--- config.mk ---
export PLATFORM = sky130hd
export DESIGN_NAME = lsb
export DESIGN_NICKNAME = d
export VERILOG_FILES = /design/src/rtl/lsb.sv
export SDC_FILE = /design/constraint.sdc
export NUM_CORES = 2
export LEC_CHECK = 0
export CAP_MARGIN = 10
export CORE_MARGIN = 10
export CORE_UTILIZATION = 45
export CTS_BUF_LIST = sky130_fd_sc_hd__clkbuf_8
export DETAILED_ROUTE_END_ITERATION = 10
export SETUP_SLACK_MARGIN = 0.3
export SLEW_MARGIN = 20
export SYNTH_ARGS = -nofsm -noshare
export SYNTH_HDL_FRONTEND = slang
export SYNTH_SLANG_ARGS = --single-unit
export TNS_END_PERCENT = 10
--- constraint.sdc ---
create_clock -name clk_in -period 41.6 [get_ports clk_in]
set_clock_uncertainty 0.2 [all_clocks]
set_input_delay 6.24 -clock clk_in [delete_from_list [all_inputs] [get_ports clk_in]]
set_output_delay 6.24 -clock clk_in [all_outputs]
set_load 0.005 [all_outputs]
--- src/rtl/lsb.sv ---
// Load/store buffer: in-order ring of memory ops between issue and the memory controller.
// Loads launch once their base is known; stores also wait for the ROB head.
module lsb #(
    parameter int unsigned LSB_SIZE = 8,
    parameter int unsigned ROB_W    = 4
) (
    input  logic             clk_in,
    input  logic             rst_in,
    input  logic             rdy_in,
    input  logic             rob_clear,

    input  logic             is_ins,
    input  logic             ins_is_store,
    input  logic [2:0]       ins_funct3,
    input  logic [ROB_W-1:0] ins_rob_id,
    input  logic [31:0]      ins_imm,
    input  logic             ins_qj_has,
    input  logic             ins_qk_has,
    input  logic [ROB_W-1:0] ins_qj,
    input  logic [ROB_W-1:0] ins_qk,
    input  logic [31:0]      ins_vj,
    input  logic [31:0]      ins_vk,
    output logic             lsb_full,

    input  logic             rs_has_output,
    input  logic [ROB_W-1:0] rs_rob_id,
    input  logic [31:0]      rs_output,

    input  logic [ROB_W-1:0] rob_head_id,

    output logic             lsb_has_output,
    output logic [ROB_W-1:0] lsb_rob_id,
    output logic [31:0]      lsb_output,

    output logic             mem_req,
    output logic             mem_wr,
    output logic [1:0]       mem_len,
    output logic [31:0]      mem_addr,
    output logic [31:0]      mem_wdata,
    input  logic             mem_done,
    input  logic [31:0]      mem_rdata
);

    localparam int unsigned PtrW = $clog2(LSB_SIZE);
    localparam int unsigned CntW = PtrW + 1;
    localparam logic [CntW-1:0] CntFull   = CntW'(LSB_SIZE);
    localparam logic [CntW-1:0] CntAlmost = CntW'(LSB_SIZE - 1);

    typedef enum logic {StIdle, StBusy} state_e;

    logic [LSB_SIZE-1:0] valid_q;
    logic [LSB_SIZE-1:0] is_store_q;
    logic [LSB_SIZE-1:0] qj_has_q;
    logic [LSB_SIZE-1:0] qk_has_q;
    logic [2:0]          funct3_q [LSB_SIZE];
    logic [ROB_W-1:0]    rob_id_q [LSB_SIZE];
    logic [ROB_W-1:0]    qj_q     [LSB_SIZE];
    logic [ROB_W-1:0]    qk_q     [LSB_SIZE];
    logic [31:0]         imm_q    [LSB_SIZE];
    logic [31:0]         vj_q     [LSB_SIZE];
    logic [31:0]         vk_q     [LSB_SIZE];

    logic [PtrW-1:0] head_q;
    logic [PtrW-1:0] tail_q;
    logic [CntW-1:0] count_q;
    state_e          state_q;

    logic        issue_ok;
    logic        deq;
    logic        head_ready;
    logic [31:0] load_val;
    logic [32:0] ins_j_res;
    logic [32:0] ins_k_res;

    // Returns {still_pending, value} after snooping both result broadcasts.
    function automatic logic [32:0] snoop(input logic has, input logic [ROB_W-1:0] q,
                                          input logic [31:0] v);
        if (has && rs_has_output && rs_rob_id == q) begin
            return {1'b0, rs_output};
        end
        if (has && lsb_has_output && lsb_rob_id == q) begin
            return {1'b0, lsb_output};
        end
        return {has, v};
    endfunction

    assign lsb_full  = (count_q >= CntAlmost);
    assign issue_ok  = is_ins && (count_q != CntFull);
    assign deq       = (state_q == StBusy) && mem_done;
    assign ins_j_res = snoop(ins_qj_has, ins_qj, ins_vj);
    assign ins_k_res = snoop(ins_qk_has, ins_qk, ins_vk);

    always_comb begin
        head_ready = valid_q[head_q] && !qj_has_q[head_q];
        if (is_store_q[head_q]) begin
            head_ready = head_ready && !qk_has_q[head_q] && (rob_head_id == rob_id_q[head_q]);
        end
    end

    always_comb begin
        load_val = mem_rdata;
        case (funct3_q[head_q])
            3'b000:  load_val = {{24{mem_rdata[7]}}, mem_rdata[7:0]};
            3'b001:  load_val = {{16{mem_rdata[15]}}, mem_rdata[15:0]};
            3'b100:  load_val = {24'b0, mem_rdata[7:0]};
            3'b101:  load_val = {16'b0, mem_rdata[15:0]};
            default: load_val = mem_rdata;
        endcase
    end

    // Queue storage, pointers and operand capture.
    always_ff @(posedge clk_in or posedge rst_in) begin
        if (rst_in) begin
            valid_q    <= '0;
            is_store_q <= '0;
            qj_has_q   <= '0;
            qk_has_q   <= '0;
            head_q     <= '0;
            tail_q     <= '0;
            count_q    <= '0;
            for (int i = 0; i < LSB_SIZE; i++) begin
                funct3_q[i] <= '0;
                rob_id_q[i] <= '0;
                qj_q[i]     <= '0;
                qk_q[i]     <= '0;
                imm_q[i]    <= '0;
                vj_q[i]     <= '0;
                vk_q[i]     <= '0;
            end
        end else if (rdy_in) begin
            if (rob_clear) begin
                valid_q <= '0;
                head_q  <= '0;
                tail_q  <= '0;
                count_q <= '0;
            end else begin
                for (int i = 0; i < LSB_SIZE; i++) begin
                    if (valid_q[i]) begin
                        {qj_has_q[i], vj_q[i]} <= snoop(qj_has_q[i], qj_q[i], vj_q[i]);
                        {qk_has_q[i], vk_q[i]} <= snoop(qk_has_q[i], qk_q[i], vk_q[i]);
                    end
                end
                if (deq) begin
                    valid_q[head_q] <= 1'b0;
                    head_q          <= head_q + 1'b1;
                end
                if (issue_ok) begin
                    valid_q[tail_q]    <= 1'b1;
                    is_store_q[tail_q] <= ins_is_store;
                    funct3_q[tail_q]   <= ins_funct3;
                    rob_id_q[tail_q]   <= ins_rob_id;
                    imm_q[tail_q]      <= ins_imm;
                    qj_q[tail_q]       <= ins_qj;
                    qk_q[tail_q]       <= ins_qk;
                    {qj_has_q[tail_q], vj_q[tail_q]} <= ins_j_res;
                    {qk_has_q[tail_q], vk_q[tail_q]} <= ins_k_res;
                    tail_q             <= tail_q + 1'b1;
                end
                count_q <= count_q + CntW'(issue_ok) - CntW'(deq);
            end
        end
    end

    // Memory handshake FSM with registered request and broadcast outputs.
    always_ff @(posedge clk_in or posedge rst_in) begin
        if (rst_in) begin
            state_q        <= StIdle;
            mem_req        <= 1'b0;
            mem_wr         <= 1'b0;
            mem_len        <= '0;
            mem_addr       <= '0;
            mem_wdata      <= '0;
            lsb_has_output <= 1'b0;
            lsb_rob_id     <= '0;
            lsb_output     <= '0;
        end else if (rdy_in) begin
            lsb_has_output <= 1'b0;
            if (rob_clear) begin
                state_q <= StIdle;
                mem_req <= 1'b0;
            end else begin
                unique case (state_q)
                    StIdle: begin
                        if (head_ready) begin
                            state_q   <= StBusy;
                            mem_req   <= 1'b1;
                            mem_wr    <= is_store_q[head_q];
                            mem_len   <= funct3_q[head_q][1:0];
                            mem_addr  <= vj_q[head_q] + imm_q[head_q];
                            mem_wdata <= vk_q[head_q];
                        end
                    end
                    StBusy: begin
                        if (mem_done) begin
                            state_q        <= StIdle;
                            mem_req        <= 1'b0;
                            lsb_has_output <= 1'b1;
                            lsb_rob_id     <= rob_id_q[head_q];
                            lsb_output     <= is_store_q[head_q] ? 32'b0 : load_val;
                        end
                    end
                endcase
            end
        end
    end

    // The decoder must respect lsb_full; an issue into a completely full ring is dropped.
    assert property (@(posedge clk_in) disable iff (rst_in)
                     !(rdy_in && !rob_clear && is_ins && count_q == CntFull))
        else $error("lsb: issue into full queue dropped");

endmodule

==> results.yml <==
clock_network:
  clk_pin_slew_worst_paths_ps: 60
  htree_levels: 4
  postCtsHoldBufs: 0
  clockBufferDepth: 3
  post_cts_buffers: 0
  cts_root_buffer: "clkbuf_8"
  postCtsResizedCells: 0
  clock_sinks: 1036
  cts_tree: "done"
  clk_latency_ps: 960
  cts_buffers: 188
worst_setup_path:
  slowest_delay_ps: 950
  crit_start: "rdy_in"
  critPathSlowestCell: "nor2b_4"
  critPathCaptureType: "register"
  critPathKind: "in -> reg"
  start_kind: "primary input"
  reg2reg_from: "head_q[0]"
  crit_chain: "clkdlybuf4s50_1 -> nor2b_4 -> buf_4 -> and2_1 -> nand2b_1 -> nand2b_2 -> o21ai_0"
  arrival_ps: 11170
  required_ps: 42260
  path_max_fanout: 36
outcome:
  status: "finished, final reports clean"
sta:
  slew_viol_final: 0
  setup_ws_ps: 31100
  hold_viol: 0
  max_freq_mhz: 95.2
  tightest_slew_ps: 1280
  final.setup.tns_ps: 0
  rsz0062_at_grt: "no"
  relSlewSlack_pct: 14.1
  period_minus_slack_ps: 10500
  setup-violations-final: 0
  fin_crit_sh_pct: 25.3
floorplanning:
  dieArea_um2: 140000
  die_w_um: 375
  initial_utilization_pct: 45.2
  dieHeight_um: 375
  rows: 130
  core_um2: 125000
  io_pins: 299
pwr:
  clockPowerShare_pct: 25.6
  p_per_area_nw_per_um2: 59.5
  power_leakage_uw: 0.0286
  switching_share_pct: 38.4
  irDropWorstVdd_mv: 0.0426
  p_switching_uw: 1470
  internal-power_uw: 2360
  power.total_uw: 3840
  combPwrFrac_pct: 33.4
  seq_power_share_pct: 41.0
detailed_routing:
  wirelength_um: 261000
  antenna_left: 0
  drc: 0
  vias_per_cell: 7.12
  drt_iter0_drc: 9081
  firstDrtPassIters: 10
  num_vias: 57000
  avgRoutedWirePerCell_um: 32.6
place:
  place_hpwl_um: 143000
  place.gp.congestion: 0.887
  pre_cts_ws_ps: 30190
  io_buffers: 298
finish:
  drive_above_1_share_pct: 12.0
  top_regs: "imm_q (256), vj_q (256), vk_q (256)"
  fin_nets: 6428
  area_delta_synth_final_pct: 13.9
yosys:
  syn-instance-count: 6240
  synth-seq-cells: 1036
  syn-num-nets: 6474
  synth-async-reset-ratio_pct: 100
  synth_top_area_cell: "dfrtp_1"
  synth_warnings: 0
  synthFlopType: "dfrtp_1"
  ys_seq_area_share_pct: 45.8
  synth_edf_count: 0
  synth_top_area_share_pct: 45.8
  avgSynthCellArea_um2: 9.07
  synth.area.top_cells: "dfrtp_1, o22ai_1, a21oi_1"
  synth.distinct_cells: 63
  syn_area_um2: 56600
global_routing:
  grt_max_degree: 185
  grt_pass1_vias: 55900
  antenna_found_initial: 19
  grt_pass1_wl_um: 378000
  grt_use_total_pct: 35.4
  gr-total-overflow: 0
worst_hold_path:
  hold_path.class: "reg -> reg"
  hp-start: "imm_q[91]"
flow_run:
  maxCapViolations: 0
## cell families after synthesis
| kind of cell | synth area share (%) |
|---|---|
| buffers and inverters | 5.12 |
| AND/OR/NAND/NOR | 10.2 |
| adder cells (fa/ha/maj) | 0.933 |
| multiplexers | 7.20 |
| XOR/XNOR | 2.07 |
| flip-flops | 45.8 |
| AO/OA/AOI/OAI | 28.7 |
## power groups by stage
stage / clock [µW] / combinational (µW) / sequential [µW]
6_report: 982 / 1280 / 1570
5_1_grt: 1030 / 1370 / 1600
4_1_cts: 983 / 1250 / 1550
3_5_place_dp: 0 / 1240 / 1570
3_3_place_gp: 0 / 1220 / 1560
2_1_floorplan: 0 / 818 / 1470
## metrics by stage
stage	utilization, %	instance area [µm²]	hold slack (ps)	cells
floorplan	-	56600	240	6240
global placement	48.4	60600	259	7652
detailed placement	48.4	60700	264	7653
CTS	51.4	64400	278	7986
global route	51.4	64400	294	7993
finish	51.4	64400	271	7998
## cell usage after synthesis (7+ instances only)
cell       instances
o2111ai_1         32
nor2b_1           11
o21ai_0          256
nand3_1           81
inv_1             59
a21o_1            12
nand2b_1          48
a22o_1           134
dfrtp_1         1036
a22oi_1          351
nand2_1          699
nor3_1            35
o21ai_1           68
a21boi_1           9
o21a_1             7
a222oi_1          13
nand4_1           94
and2_1             9
ha_1              39
a31oi_1           34
nor2_1           353
o22ai_1          735
o221ai_1          26
buf_2             22
a21oi_1          654
mux2i_1           90
a221oi_1          76
o22a_1            84
buf_1             87
clkbuf_1         584
xnor2_1           48
xor2_1            86
o211ai_1          29
mux2_2           274
## path summary, 6_finish.rpt
path	slack (ps)	depth (start not counted)	to
max	31100	7	lsb_output[18]
min	270	2	imm_q[91]
max reg2reg	34030	20	mem_addr[28]
min reg2reg	270	2	imm_q[91]
max in group asynchronous	32770	5	imm_q[33]
min in group asynchronous	5650	2	qk_has_q[1]
## worst max-delay path, delay by kind of cell
family	cells	cell delay, ps
AO/OA/AOI/OAI	1	320
buffers and inverters	2	1610
AND/OR/NAND/NOR	4	2930
## cell usage in the layout (no fill, tap or decap), types with 7 or more instances in the layout
| cell type | Yosys | routed |
|---|---|---|
| inv_1 | 59 | 138 |
| nor2b_1 | 11 | 9 |
| ha_1 | 39 | 39 |
| a222oi_1 | 13 | 13 |
| mux2_2 | 274 | 274 |
| xor2_1 | 86 | 86 |
| a21oi_1 | 654 | 650 |
| o21ai_0 | 256 | 255 |
| dfrtp_1 | 1036 | 1032 |
| clkdlybuf4s50_1 | 0 | 298 |
| diode_2 | 0 | 11 |
| nor2_1 | 353 | 344 |
| a31oi_1 | 34 | 34 |
| nand3_1 | 81 | 78 |
| nor2_4 | 0 | 7 |
| a21boi_4 | 0 | 9 |
| buf_4 | 1 | 154 |
| a221oi_1 | 76 | 76 |
| clkinv_2 | 0 | 9 |
| buf_12 | 0 | 7 |
| o211ai_1 | 29 | 29 |
| mux2i_1 | 90 | 90 |
| a22oi_1 | 351 | 351 |
| clkbuf_8 | 0 | 229 |
| a21o_1 | 12 | 12 |
| o22ai_1 | 735 | 735 |
| o21a_1 | 7 | 7 |
| nand2b_1 | 48 | 46 |
| xnor2_1 | 48 | 48 |
| nor3_1 | 35 | 34 |
| o221ai_1 | 26 | 25 |
| o22a_1 | 84 | 84 |
| and2_1 | 9 | 7 |
| a22o_1 | 134 | 134 |
| o2111ai_1 | 32 | 32 |
| nand2_1 | 699 | 692 |
| nand4_1 | 94 | 94 |
| o21ai_1 | 68 | 65 |
## cell type report
type / count / area, µm²
diodes: 11 / 27.5
inverters: 60 / 233
fillers: 11600 / 60800
repair buffers: 461 / 4330
clock inverters: 104 / 546
well taps: 1650 / 2060
multi-input cells: 4447 / 28100
clock buffers: 229 / 3150
flip-flops and latches: 1036 / 25900
## per-layer routing
metal,share of wire [%],vias to the layer above,GRT usage (%)
met2,43,4693,52.9
met4,7.2,20,22.2
li1,-,23300,-
met1,37,27700,43.7
met3,13,1339,12.1
met5,0.053,-,0.137
Power figures use the tool's default switching activity.
